$ cat src/rtl/mem_bus_arbiter.sv
// Round-robin arbiter sharing one single-word memory port between the I-cache (0) and D-cache (1).
// Define MEM_TIMEOUT_EN to add a per-beat mem_ack watchdog that aborts through an ERR state.
module mem_bus_arbiter #(
    parameter int ADDR_W     = 16,
    parameter int DATA_W     = 32,
    parameter int LINE_WORDS = 4,
    parameter int TIMEOUT    = 15
) (
    input  logic                          i_clk,
    input  logic                          i_reset,
    input  logic                          i_req0_strobe,
    input  logic                          i_req0_rw,
    input  logic [ADDR_W-1:0]             i_req0_addr,
    input  logic [DATA_W-1:0]             i_req0_wdata,
    output logic                          o_req0_beat_vld,
    output logic                          o_req0_rdy,
    input  logic                          i_req1_strobe,
    input  logic                          i_req1_rw,
    input  logic [ADDR_W-1:0]             i_req1_addr,
    input  logic [DATA_W-1:0]             i_req1_wdata,
    output logic                          o_req1_beat_vld,
    output logic                          o_req1_rdy,
    output logic [1:0]                    o_gnt,
    output logic [$clog2(LINE_WORDS)-1:0] o_beat_idx,
    output logic [DATA_W-1:0]             o_rdata,
    output logic                          o_err,
    output logic                          o_mem_strobe,
    output logic                          o_mem_rw,
    output logic [ADDR_W-1:0]             o_mem_addr,
    output logic [DATA_W-1:0]             o_mem_wdata,
    input  logic                          i_mem_ack,
    input  logic [DATA_W-1:0]             i_mem_rdata
);
    localparam int BW = $clog2(LINE_WORDS);

    localparam logic [1:0] S_IDLE = 2'd0;
    localparam logic [1:0] S_BEAT = 2'd1;
    localparam logic [1:0] S_DONE = 2'd2;
`ifdef MEM_TIMEOUT_EN
    localparam logic [1:0] S_ERR  = 2'd3;
    localparam int         WW     = $clog2(TIMEOUT + 1);
`endif

    // Reject illegal configurations at elaboration time.
    if ((LINE_WORDS < 2) || ((LINE_WORDS & (LINE_WORDS - 1)) != 0) || (TIMEOUT < 1)) begin : g_cfg_chk
        $error("mem_bus_arbiter: LINE_WORDS must be a power of 2 >= 2 and TIMEOUT >= 1");
    end

    logic [1:0]         r_state;
    logic [BW-1:0]      r_beat_idx;
    logic               r_rr_ptr;
    logic [1:0]         r_gnt;
    logic               r_rw;
    logic [ADDR_W-BW-1:0] r_base;
`ifdef MEM_TIMEOUT_EN
    logic [WW-1:0]      r_wait;
`endif

    logic               w_any;
    logic               w_sel;
    logic               w_beat;
    logic               w_ack;
    logic               w_last;
    logic               w_end;
    logic [ADDR_W-1:0]  w_addr;

    assign w_any  = i_req0_strobe | i_req1_strobe;
    // Contention goes to rr_ptr; otherwise the lone requester wins.
    assign w_sel  = (i_req0_strobe & i_req1_strobe) ? r_rr_ptr : i_req1_strobe;
    assign w_addr = w_sel ? i_req1_addr : i_req0_addr;
    assign w_beat = (r_state == S_BEAT);
    assign w_ack  = w_beat & i_mem_ack;
    assign w_last = (r_beat_idx == BW'(LINE_WORDS - 1));
`ifdef MEM_TIMEOUT_EN
    assign w_end  = (r_state == S_DONE) | (r_state == S_ERR);
    assign o_err  = (r_state == S_ERR);
`else
    assign w_end  = (r_state == S_DONE);
    assign o_err  = 1'b0;
`endif

    always_ff @(posedge i_clk) begin
        if (i_reset) begin
            r_state    <= S_IDLE;
            r_beat_idx <= '0;
            r_rr_ptr   <= 1'b0;
            r_gnt      <= 2'b00;
            r_rw       <= 1'b0;
            r_base     <= '0;
`ifdef MEM_TIMEOUT_EN
            r_wait     <= '0;
`endif
        end else begin
            case (r_state)
                S_IDLE: begin
                    if (w_any) begin
                        r_gnt      <= w_sel ? 2'b10 : 2'b01;
                        r_rw       <= w_sel ? i_req1_rw : i_req0_rw;
                        r_base     <= w_addr[ADDR_W-1:BW];
                        r_beat_idx <= '0;
                        r_state    <= S_BEAT;
`ifdef MEM_TIMEOUT_EN
                        r_wait     <= '0;
`endif
                    end
                end
                S_BEAT: begin
                    if (i_mem_ack) begin
                        if (w_last) r_state <= S_DONE;
                        else        r_beat_idx <= r_beat_idx + 1'b1;
`ifdef MEM_TIMEOUT_EN
                        r_wait <= '0;
                    end else if (r_wait == WW'(TIMEOUT - 1)) begin
                        r_state <= S_ERR;
                    end else begin
                        r_wait <= r_wait + 1'b1;
`endif
                    end
                end
                default: begin
                    // DONE and ERR both hand priority to the requester that was not served.
                    r_rr_ptr <= r_gnt[0];
                    r_gnt    <= 2'b00;
                    r_state  <= S_IDLE;
                end
            endcase
        end
    end

    assign o_gnt           = r_gnt;
    assign o_beat_idx      = r_beat_idx;
    assign o_mem_strobe    = w_beat;
    assign o_mem_rw        = w_beat & r_rw;
    assign o_mem_addr      = {r_base, r_beat_idx};
    assign o_mem_wdata     = r_gnt[1] ? i_req1_wdata : (r_gnt[0] ? i_req0_wdata : '0);
    assign o_rdata         = w_ack ? i_mem_rdata : '0;
    assign o_req0_beat_vld = w_ack & r_gnt[0];
    assign o_req1_beat_vld = w_ack & r_gnt[1];
    assign o_req0_rdy      = w_end & r_gnt[0];
    assign o_req1_rdy      = w_end & r_gnt[1];
endmodule
$ cat config.mk
export PLATFORM = sky130hd
export DESIGN_NAME = mem_bus_arbiter
export DESIGN_NICKNAME = d
export VERILOG_FILES = /design/src/rtl/mem_bus_arbiter.sv
export SDC_FILE = /design/constraint.sdc
export NUM_CORES = 1
export LEC_CHECK = 0
export BUFFER_PORTS_ARGS = -buffer_cell sky130_fd_sc_hd__buf_2
export CAP_MARGIN = 5
export CORE_AREA = 5 5 84 86
export CTS_CLUSTER_DIAMETER = 200
export CTS_CLUSTER_SIZE = 20
export DETAILED_ROUTE_END_ITERATION = 10
export DIE_AREA = 0 0 89 91
export GPL_TIMING_DRIVEN = 0
export PLACE_DENSITY = 0.84
export SLEW_MARGIN = 10
export SYNTH_ARGS = -nofsm -noshare
export SYNTH_HDL_FRONTEND = slang
export SYNTH_SLANG_ARGS = --single-unit
$ cat constraint.sdc
create_clock -name i_clk -period 2.5 [get_ports i_clk]
set_clock_uncertainty 0.05 [all_clocks]
set_input_delay 0.125 -clock i_clk [delete_from_list [all_inputs] [get_ports i_clk]]
set_output_delay 0.125 -clock i_clk [all_outputs]
set_load 0.01 [all_outputs]
After elaboration in Yosys (flattened, before gate mapping). Index checks and enable logic that the tools add are counted.

Register bits: 22. Output and inout bits: 91.

$add $sub $neg: 1. Equality and inequality tests: 7. Mux-type cells: 17. Bitwise gates (word level): 9. Reduce and logical (&&, ||, !) cells: 7.

Operator list (count): $mux W32 (3); $mux W16 (1); $mux W2 (8); $pmux W2 S2 (3); $and A1 B1 Y1 (7); $ne A2 B2 Y1 const B (3); $eq A2 B2 Y1 const B (2); $reduce_and A2 Y1 (2); $reduce_and A4 Y1 (1); $reduce_and A3 Y1 (1); $add A2 B1 Y2 const B (1); $eq A2 B1 Y1 const B (1); $logic_not A2 Y1 (1); $mux W1 (2); $ne A2 B1 Y1 const B (1); $reduce_bool A2 Y1 (1); $reduce_or A2 Y1 (1); $not A1 Y1 (1); $or A1 B1 Y1 (1).

Logic depth before layout (Yosys ltp). Gate-level depths: netlist (run 1).

Depth after elaboration: 5. Depth in mapped cells: 6.

Worst setup path before layout (run 1). No wires, ideal clock.

Kind: register to output. From: reg r_gnt[1], in the netlist o_gnt[1]. To: out o_mem_wdata[10]. Arrival: 1.110 ns. Path slack: 1.215 ns. Cell stages (with the launch flop): 6. Cell sequence: dfxtp_1 -> buf_2 -> nor2b_1 -> clkbuf_1 -> buf_2 -> a22o_1.

Cells in the longest elaborated chain, start to end: 1.

Ends and longest elaborated chain: start: declaration (RTL line 52) `logic [1:0] r_gnt;`; start signal: assignment (RTL line 97) `r_gnt <= w_sel ? 2'b10 : 2'b01;`; $mux W32 (RTL line 135) `assign o_mem_wdata = r_gnt[1] ? i_req1_wdata : (r_gnt[0] ? i_req0_wdata : '0);`; end: declaration (RTL line 30) `output logic [DATA_W-1:0] o_mem_wdata,`.

No other way between the ends.

Worst setup path after layout (run 1).
From: reg r_gnt[0], in the netlist o_gnt[0]. To: out o_mem_wdata[23].

Cells in the longest elaborated chain, start to end: 2.

Ends and longest elaborated chain (RTL line): $mux W32 (2 in series) (135).

No other way between the ends.

==> flow_metrics.env, run 1 <==
export IMPL_outcome="finished, final reports clean"
export IMPL_numCtsBuffers=3
export IMPL_rr_endpoint="r_base[3]$_SDFFE_PP0P_"
export IMPL_irDropWorstVdd_v=0.000267
export IMPL_final_setup_tns_ps=0
export IMPL_antenna_found_initial=0
export IMPL_cts_tree="yes"
export IMPL_rows=29
export IMPL_wl_met2_um=4360
export IMPL_slew_viol_final=0
export IMPL_hold_end="r_state[1]$_SDFFE_PP0P_"
export IMPL_hold_path_depth=2
export IMPL_grt_start_max_net_pins=13
export IMPL_endpoint_kind="output pin"
export IMPL_powerDensity_mw_per_mm2=359
export IMPL_period_minus_slack_ps=1840
export IMPL_yosys_top_cells_count="and2_1, a22o_1, dfxtp_1"
export IMPL_wl_per_cell_um=16.9
export IMPL_leakage_uw=0.00169
export IMPL_max_freq_mhz=544
export IMPL_finalInstanceArea_mm2=0.00296
export IMPL_cp_start_kind="flop"
export IMPL_reg2regPathDepth=5
export IMPL_yosysTopAreaCellShare_pct=25.7
export IMPL_finalWorstSetupSlack_ps=663
export IMPL_yosys_area_top_type="dfxtp_1"
export IMPL_dp_hpwl_um=7440
export IMPL_cts_buffer_depth=2
export IMPL_synth_seq_cells=22
export IMPL_route_vias_total=2507
export IMPL_n_antenna_cell=0
export IMPL_synth_area_mm2=0.00171
export IMPL_vias_per_cell=4.92
export IMPL_critPathLaunch="o_gnt[0]$_SDFFE_PP0P_"
export IMPL_ant_nets=0
export IMPL_cp_max_fo=10
export IMPL_min_delay_start="i_reset"
export IMPL_seq_area_frac_synth_pct=25.7
export IMPL_worstReg2RegStart="r_state[1]$_SDFFE_PP0P_"
export IMPL_setup_viol_count_final=0
export IMPL_fin_nets=570
export IMPL_top_level_ports=226
export IMPL_drv_cap=0
export IMPL_globalRouteOverflowTotal=0
export IMPL_hold_ws_ps=31.7
export IMPL_gp_congestion=0.839
export IMPL_dieWidth_um=89
export IMPL_hold_viol_final=0
export IMPL_yosys_cell_count_top_type="and2_1"
export IMPL_grtUsageTotal_pct=19.8
export IMPL_total_power_uw=1060
export IMPL_min_delay_path_class="input pin to flop"
export IMPL_dr_wl_met3_um=1100
export IMPL_clk_latency_ps=260
export IMPL_cts_sink_count=22
export IMPL_grt_pass1_wl_um=12700
export IMPL_initial_utilization_pct=27.6
export IMPL_syn_inst=210
export IMPL_synth_cell_types=37
export IMPL_io_buffers=219
export IMPL_required_ps=2330
export IMPL_drive_above_1_share_pct=58.0
export IMPL_area_growth_pct=72.8
export IMPL_postCtsSetupRepairBufs=0
export IMPL_drc_errors=0
export IMPL_critical_path_class="flop to output pin"
export IMPL_ctsHtreeMaxLevel=1
export IMPL_post_route_period_util_pct=73.5
export IMPL_cts_resized=0
export IMPL_avgSynthCellArea_um2=8.16
export IMPL_synth_fp_nets=346
export IMPL_path_clk_slew_ps=80
export IMPL_dr_pass1_iters=4
export IMPL_root_buffer="clkbuf_8"
export IMPL_core_area_mm2=0.00620
export IMPL_hold_buffers=0
export IMPL_synth_warnings=0
export IMPL_dp_slack_ps=942
export IMPL_grt_pass1_vias=2475
export IMPL_drt_wl_total_um=8630
export IMPL_drt_iter0_markers=44
export IMPL_ff2ff_setup_slack_ps=1060
export IMPL_synth_edff_count=0
export IMPL_die_h_um=91
export IMPL_rsz0062_at_grt="no"
export IMPL_synth_area_top_cells="dfxtp_1, a22o_1, and2_1"
export IMPL_synthFlopType="dfxtp_1"
export IMPL_placed_area_mm2=0.00291
export IMPL_async_reset_ff_share_pct=0
export IMPL_wl_met1_um=3060
export IMPL_worstPathArrival_ps=1660
export IMPL_highest_layer="met4"
export IMPL_die_area_mm2=0.00810
-- cell families (layout without fill, tap and decap cells) --
logic type / after synthesis / in the layout / synth area share, %
simple gates: 85 / 85 / 30.2
fa+ha+maj: 1 / 1 / 0.730
buf+inv: 30 / 253 / 12.0
mux: 1 / 1 / 0.584
other cells: 1 / 1 / 0.219
flops: 22 / 22 / 25.7
compound gates: 70 / 70 / 30.5
-- per-layer routing --
layer	GRT usage (%)	up-vias
met5	0	-
met4	4.09	0
met3	6.61	6
met2	36.5	131
met1	21.5	1138
li1	-	1232
-- sequential cells by signal (all words and copies together), names as in the netlist --
signal	flops
r_rr_ptr	1
o_beat_idx	2
r_base	14
r_state	2
o_gnt	2
r_rw	1
-- critical path, stage by stage (launching register included) --
cell	delay, ps
dfxtp_1	450
nor2b_1	160
clkbuf_1	190
buf_2	250
a22o_1	180
buf_2	180
-- layout make-up --
class | count | area [um^2]
timing repair buffer | 219 | 1100
multi-input combinational | 158 | 1070
sequential | 22 | 440
inverter | 1 | 3.75
tap | 77 | 96.3
fill | 613 | 3240
clock buffer | 4 | 55.1
buffer | 29 | 201
-- power breakdown --
part           total, uW  switching [uW]  internal, uW
clock                254             113           140
combinational        422             214           209
sequential           386            15.0           371
-- metrics by stage --
| stage | utilization [%] | instances |
|---|---|---|
| after detailed placement | 46.8 | 506 |
| after CTS | 47.7 | 510 |
| after global routing | 47.7 | 510 |
| final | 47.7 | 510 |
| after global placement | 46.8 | 506 |
| after floorplan | - | 210 |
-- worst max-delay path by stage --
stage	slack, ps	to
3_5_place_dp	940	o_mem_wdata[23]
4_1_cts	630	o_mem_wdata[23]
2_1_floorplan	1210	o_mem_wdata[10]
3_3_place_gp	930	o_mem_wdata[23]
6_report	660	o_mem_wdata[23]
5_1_grt	480	o_mem_wdata[23]
-- cells in the final DEF (no fill, tap or decap), types with 4 or more instances in the layout --
master / count
nand3_1: 15
clkbuf_1: 4
and2_1: 35
buf_2: 229
a31oi_1: 15
dfxtp_1: 22
buf_4: 9
a22o_1: 32
nand4_1: 15
clkbuf_8: 5
o21ai_1: 15
Note: power is estimated with default switching activity, not from simulation.
==> run 2: changes to the inputs <==
ABC_AREA = 1   (was default)
CORE_AREA = 5 5 85 87   (was 5 5 84 86)
DIE_AREA = 0 0 90 92   (was 0 0 89 91)
PLACE_DENSITY = 0.87   (was 0.84)
clock period = 1.81 ns   (was 2.5 ns; I/O delays follow)
==> run 2 against run 1 <==
Net effect: critical path depth unchanged; via count up 18%; non-clock buffer count down 3; sequential power up 42%; sequential cell count unchanged.
==> flow_metrics.env, run 2 <==
export IMPL_area_growth_pct=62.3
export IMPL_worst_path_most_repeated_cell="buf_2"
export IMPL_die_area_mm2=0.00828
export IMPL_p_clk_share_pct=21.3
export IMPL_top_level_ports=226
export IMPL_synth_simple_gate_area_share_pct=55.5
export IMPL_layoutNonFillerInstCount=655
export IMPL_yosys_area_top_type="dfxtp_1"
export IMPL_finalWorstSetupSlack_ps=146
export IMPL_cts_tree="yes"
export IMPL_crit_chain="buf_2, clkbuf_1, nand3_1, nand2_1, buf_2"
export IMPL_core_area_mm2=0.00628
export IMPL_worstPathArrival_ps=1520
export IMPL_slew_viol_final=0
export IMPL_avgSynthCellArea_um2=5.68
export IMPL_ant_nets=0
export IMPL_cp_depth=5
export IMPL_numCtsBuffers=3
export IMPL_crit_slowest_cell="clkbuf_1"
export IMPL_path_clk_slew_ps=80
export IMPL_ctsHtreeMaxLevel=1
export IMPL_postCtsSetupRepairBufs=0
export IMPL_intPower_uw=1050
export IMPL_critical_path_class="flop to output pin"
export IMPL_sw_frac_of_total_pct=36.9
export IMPL_powerDensity_mw_per_mm2=509
export IMPL_initial_utilization_pct=32.1
export IMPL_hold_path_depth=2
export IMPL_drc_errors=0
export IMPL_min_delay_path_class="input pin to flop"
export IMPL_cpPeakStageDelay_ps=360
export IMPL_grt_pass1_vias=2829
export IMPL_synth_area_top_cells="dfxtp_1, nand2_1, nand3_1"
export IMPL_synth_seq_cells=22
export IMPL_largest_reg_flops=14
export IMPL_synth_edff_count=0
export IMPL_grt_start_max_net_pins=13
export IMPL_synthMuxAreaShare_pct=0
export IMPL_globalRouteOverflowTotal=0
export IMPL_cp_top_family="buffers and inverters"
export IMPL_antenna_found_initial=0
export IMPL_max_freq_mhz=601
export IMPL_synth_xor_area_share_pct=0
export IMPL_top_register="r_base"
export IMPL_async_reset_ff_share_pct=0
export IMPL_clk_latency_ps=260
export IMPL_route_vias_total=2964
export IMPL_mostFrequentLayoutCell="buf_2"
export IMPL_irDropWorstVdd_v=0.000489
export IMPL_synth_top_family_by_area="simple AND/OR/NAND/NOR gates"
export IMPL_dp_hpwl_um=7100
export IMPL_io_buffers=219
export IMPL_power_switching_uw=614
export IMPL_setup_viol_count_final=0
export IMPL_path_buf_inv=3
export IMPL_rows=29
export IMPL_yosys_top_cells_count="nand2_1, inv_1, nand3_1, nor2_1, dfxtp_1"
export IMPL_cts_sink_count=22
export IMPL_gp_congestion=0.853
export IMPL_fillers=646
export IMPL_post_route_period_util_pct=91.9
export IMPL_pwr_share_comb_pct=45.7
export IMPL_cp_max_fo=10
export IMPL_synth_area_mm2=0.00202
export IMPL_wl_per_cell_um=13.0
export IMPL_dp_slack_ps=299
export IMPL_synth_cell_types=23
export IMPL_synthFlopType="dfxtp_1"
export IMPL_n_antenna_cell=0
export IMPL_grt_pass1_wl_um=13800
export IMPL_synth_warnings=0
export IMPL_final_cell_mix="buf_2, nand2_1, inv_1, nand3_1, nor2_1"
export IMPL_die_h_um=92
export IMPL_drt_iter0_markers=95
export IMPL_yosys_cell_count_top_type="nand2_1"
export IMPL_outcome="finished, final reports clean"
export IMPL_dieWidth_um=90
export IMPL_required_ps=1670
export IMPL_grtUsageTotal_pct=19.1
export IMPL_synth_adder_area_share_pct=0.621
export IMPL_synth_compound_area_share_pct=2.42
export IMPL_synth_fp_nets=491
export IMPL_period_minus_slack_ps=1660
export IMPL_drive_above_1_share_pct=47.4
export IMPL_p_seq_share_pct=33.0
export IMPL_place_inst=651
export IMPL_cts_buffer_depth=2
export IMPL_leakage_uw=0.00222
export IMPL_vias_per_cell=4.53
export IMPL_endpoint_kind="output pin"
export IMPL_cp_start_kind="flop"
export IMPL_root_buffer="clkbuf_8"
export IMPL_yosysTopAreaCellShare_pct=21.8
export IMPL_rsz0062_at_grt="no"
export IMPL_dr_pass1_iters=4
export IMPL_total_power_uw=1660
export IMPL_hold_viol_final=0
export IMPL_final_setup_tns_ps=0
export IMPL_drv_cap=0
export IMPL_seq_area_frac_synth_pct=21.8
export IMPL_syn_inst=355
export IMPL_fin_nets=715
export IMPL_drt_wl_total_um=8520
export IMPL_reg2regPathDepth=8
-- run 2: cell count changes after synthesis, moves of 15 or more --
cell     change
a22o_1      -32
o21ai_1     -15
and2_1      -35
inv_1       +56
a31oi_1     -15
nand2_1     +95
nor2_1      +41
nand3_1     +41
-- run 2: final timing paths --
kind                                         startpoint                       to  slack, ps
worst max-delay path              o_gnt[0]$_SDFFE_PP0P_          o_mem_wdata[27]        150
worst min-delay path                            i_reset  r_state[0]$_SDFFE_PP0P_         20
worst max register to register  r_state[0]$_SDFFE_PP0P_   r_base[9]$_SDFFE_PP0P_        400
worst min register to register    r_rr_ptr$_SDFFE_PP0N_    r_rr_ptr$_SDFFE_PP0N_        430
-- run 2: timing repair --
item / in CTS / in global routing
resized for setup: 1 / 10
endpoints found under the setup margin: 2 / 14
hold buffers: 0 / 0
gates cloned: 0 / 0
endpoints found under the hold margin: 0 / 0
pin swaps: 0 / 0
-- run 2: final cells by class --
| type | count | area (um^2) | area share, % |
|---|---|---|---|
| buffer | 26 | 173 | 5.28 |
| clock buffer | 4 | 55.1 | 1.68 |
| inverter | 60 | 226 | 6.92 |
| multi-input combinational | 247 | 1180 | 36.2 |
| sequential | 22 | 440 | 13.5 |
| tap | 77 | 96.3 | 2.95 |
| timing repair buffer | 219 | 1100 | 33.5 |
-- run 2: kinds of logic after synthesis --
family / after synthesis
flip-flops: 22
other: 1
adder cells (fa/ha/maj): 1
buffers and inverters: 86
AND/OR/NAND/NOR: 238
AO/OA/AOI/OAI: 7
-- run 2: metal layers --
layer	track usage [%]	share of wire, %	vias up
li1	-	-	1534
met1	24.3	40	1278
met2	33.3	50	144
met3	3.85	9.1	8
met4	3.97	1.1	0
met5	0	0	-
-- run 2: through the flow --
stage / hold WS, ps / utilization, % / area (um^2)
2_1_floorplan: 110 / - / 2020
3_3_place_gp: 290 / 51.1 / 3210
3_5_place_dp: 295 / 51.1 / 3210
4_1_cts: 19.0 / 52.0 / 3260
5_1_grt: 34.4 / 52.1 / 3270
6_report: 18.5 / 52.1 / 3270
-- run 2: power groups by stage --
stage / Clock (uW) / Sequential, uW / Combinational [uW]
2_1_floorplan: 0 / 574 / 395
5_1_grt: 387 / 555 / 843
3_3_place_gp: 0 / 557 / 742
4_1_cts: 361 / 549 / 762
6_report: 355 / 549 / 761
3_5_place_dp: 0 / 560 / 759
==> run 3: changes to the inputs <==
CORE_AREA = default   (was 5 5 85 87)
CORE_ASPECT_RATIO = 0.7   (was default)
CORE_MARGIN = 5   (was default)
CORE_UTILIZATION = 35   (was default)
DIE_AREA = default   (was 0 0 90 92)
MAX_ROUTING_LAYER = met4   (was default)
PLACE_DENSITY = 0.94   (was 0.87)
==> run 3 against run 2 <==
Net effect: global-route usage up 3.5 points; power about the same; sequential share of layout area about the same; core utilization up 5.6 points; worst setup slack worse by 2.3 ps; combinational power up 1%; critical path type unchanged.
==> flow_metrics.env, run 3 (same netlist as run 2, synthesis figures left out) <==
export IMPL_globalRouteOverflowTotal=0
export IMPL_drc_errors=0
export IMPL_path_clk_slew_ps=80
export IMPL_rsz0062_at_grt="no"
export IMPL_die_h_um=73.5
export IMPL_hold_viol_final=0
export IMPL_drt_iter0_markers=140
export IMPL_wl_per_cell_um=13.6
export IMPL_dieWidth_um=101
export IMPL_rows=23
export IMPL_grt_pass1_wl_um=13300
export IMPL_critical_path_class="flop to output pin"
export IMPL_hold_buffers=0
export IMPL_grtUsageTotal_pct=22.5
export IMPL_ant_nets=0
export IMPL_fin_nets=715
export IMPL_initial_utilization_pct=35.6
export IMPL_postCtsSetupRepairBufs=0
export IMPL_reg2regPathDepth=8
export IMPL_route_vias_total=3019
export IMPL_slew_viol_final=0
export IMPL_numCtsBuffers=3
export IMPL_total_power_uw=1660
export IMPL_grt_pass1_vias=2850
export IMPL_drv_cap=0
export IMPL_mostFrequentLayoutCell="buf_2"
export IMPL_min_delay_path_class="input pin to flop"
export IMPL_core_area_mm2=0.00567
export IMPL_grtUsageMet2_pct=39.7
export IMPL_hold_path_depth=2
export IMPL_met1_usage_pct=27.4
export IMPL_cp_start_kind="flop"
export IMPL_top_level_ports=226
export IMPL_cts_tree="yes"
export IMPL_area_growth_pct=62.4
export IMPL_grt_start_max_net_pins=13
export IMPL_powerDensity_mw_per_mm2=509
export IMPL_vias_per_cell=4.62
export IMPL_setup_viol_count_final=0
export IMPL_post_route_period_util_pct=92.1
export IMPL_dp_hpwl_um=7370
export IMPL_top_register="r_base"
export IMPL_clk_latency_ps=260
export IMPL_endpoint_kind="output pin"
export IMPL_die_area_mm2=0.00740
export IMPL_irDropWorstVdd_v=0.000490
export IMPL_final_setup_tns_ps=0
export IMPL_outcome="finished, final reports clean"
export IMPL_io_buffers=219
export IMPL_finalInstanceArea_mm2=0.00327
export IMPL_ctsHtreeMaxLevel=1
export IMPL_grt_busiest_layer="met2"
export IMPL_period_minus_slack_ps=1670
export IMPL_n_antenna_cell=0
export IMPL_final_cell_mix="buf_2, nand2_1, inv_1, nand3_1, nor2_1"
export IMPL_max_freq_mhz=600
export IMPL_required_ps=1670
export IMPL_dr_pass1_iters=4
export IMPL_leakage_uw=0.00223
export IMPL_drive_above_1_share_pct=47.8
export IMPL_worstPathArrival_ps=1530
export IMPL_root_buffer="clkbuf_8"
export IMPL_antenna_found_initial=0
export IMPL_gp_congestion=0.902
export IMPL_cp_max_fo=10
export IMPL_cts_sink_count=22
export IMPL_drt_wl_total_um=8880
export IMPL_placed_area_mm2=0.00321
export IMPL_cts_buffer_depth=2
export IMPL_grt_util_met3_pct=4.17
export IMPL_largest_reg_flops=14
run 3: layout make-up:
| type | instances | area [um^2] |
|---|---|---|
| clock buffers | 4 | 55.1 |
| plain buffers | 26 | 175 |
| inverters | 60 | 229 |
| well taps | 75 | 93.8 |
| multi-input cells | 247 | 1180 |
| flip-flops and latches | 22 | 440 |
| fillers | 564 | 2400 |
| repair buffers | 219 | 1100 |
run 3: routing by layer:
metal | share of wire, % | wire length (um)
met5 | 0 | 0
met4 | 1.6 | 144
met1 | 40 | 3570
met3 | 8.2 | 731
met2 | 50 | 4430
run 3: path summary, 6_finish.rpt:
path	start	endpoint	slack, ps
setup / recovery	r_state[1]$_SDFFE_PP0P_	o_rdata[24]	140
hold / removal	i_reset	o_gnt[0]$_SDFFE_PP0P_	10
hold reg to reg	r_rr_ptr$_SDFFE_PP0N_	r_rr_ptr$_SDFFE_PP0N_	430
setup reg to reg	r_state[0]$_SDFFE_PP0P_	r_base[5]$_SDFFE_PP0P_	410
run 3: metrics by stage:
| stage | hold WS [ps] | instances | setup WS (ps) | utilization (%) |
|---|---|---|---|---|
| 3_3_place_gp | 285 | 649 | 411 | 56.5 |
| 3_5_place_dp | 285 | 649 | 376 | 56.5 |
| 5_1_grt | 10.2 | 653 | 6.76 | 57.7 |
| 2_1_floorplan | 110 | 355 | 592 | - |
| 6_report | 12.5 | 653 | 144 | 57.7 |
| 4_1_cts | 2.67 | 653 | 78.8 | 57.5 |
run 3: report_power, final:
group / switching [uW] / internal (uW) / total [uW]
Sequential: 25.8 / 523 / 549
Clock: 153 / 194 / 347
Combinational: 433 / 335 / 769
run 3: critical path: stages, from the launching register on:
cell and delay [ps]:
dfxtp_1 450, inv_2 120, nand2_2 130, inv_2 50, nand2_2 140, buf_4 190, nor2_1 50, buf_2 140
run 3: repair_timing:
| action | 4_1_cts | 5_1_grt |
|---|---|---|
| endpoints found under the hold margin | 0 | 0 |
| gates resized for setup | 0 | 15 |
| endpoints found under the setup margin | 0 | 29 |
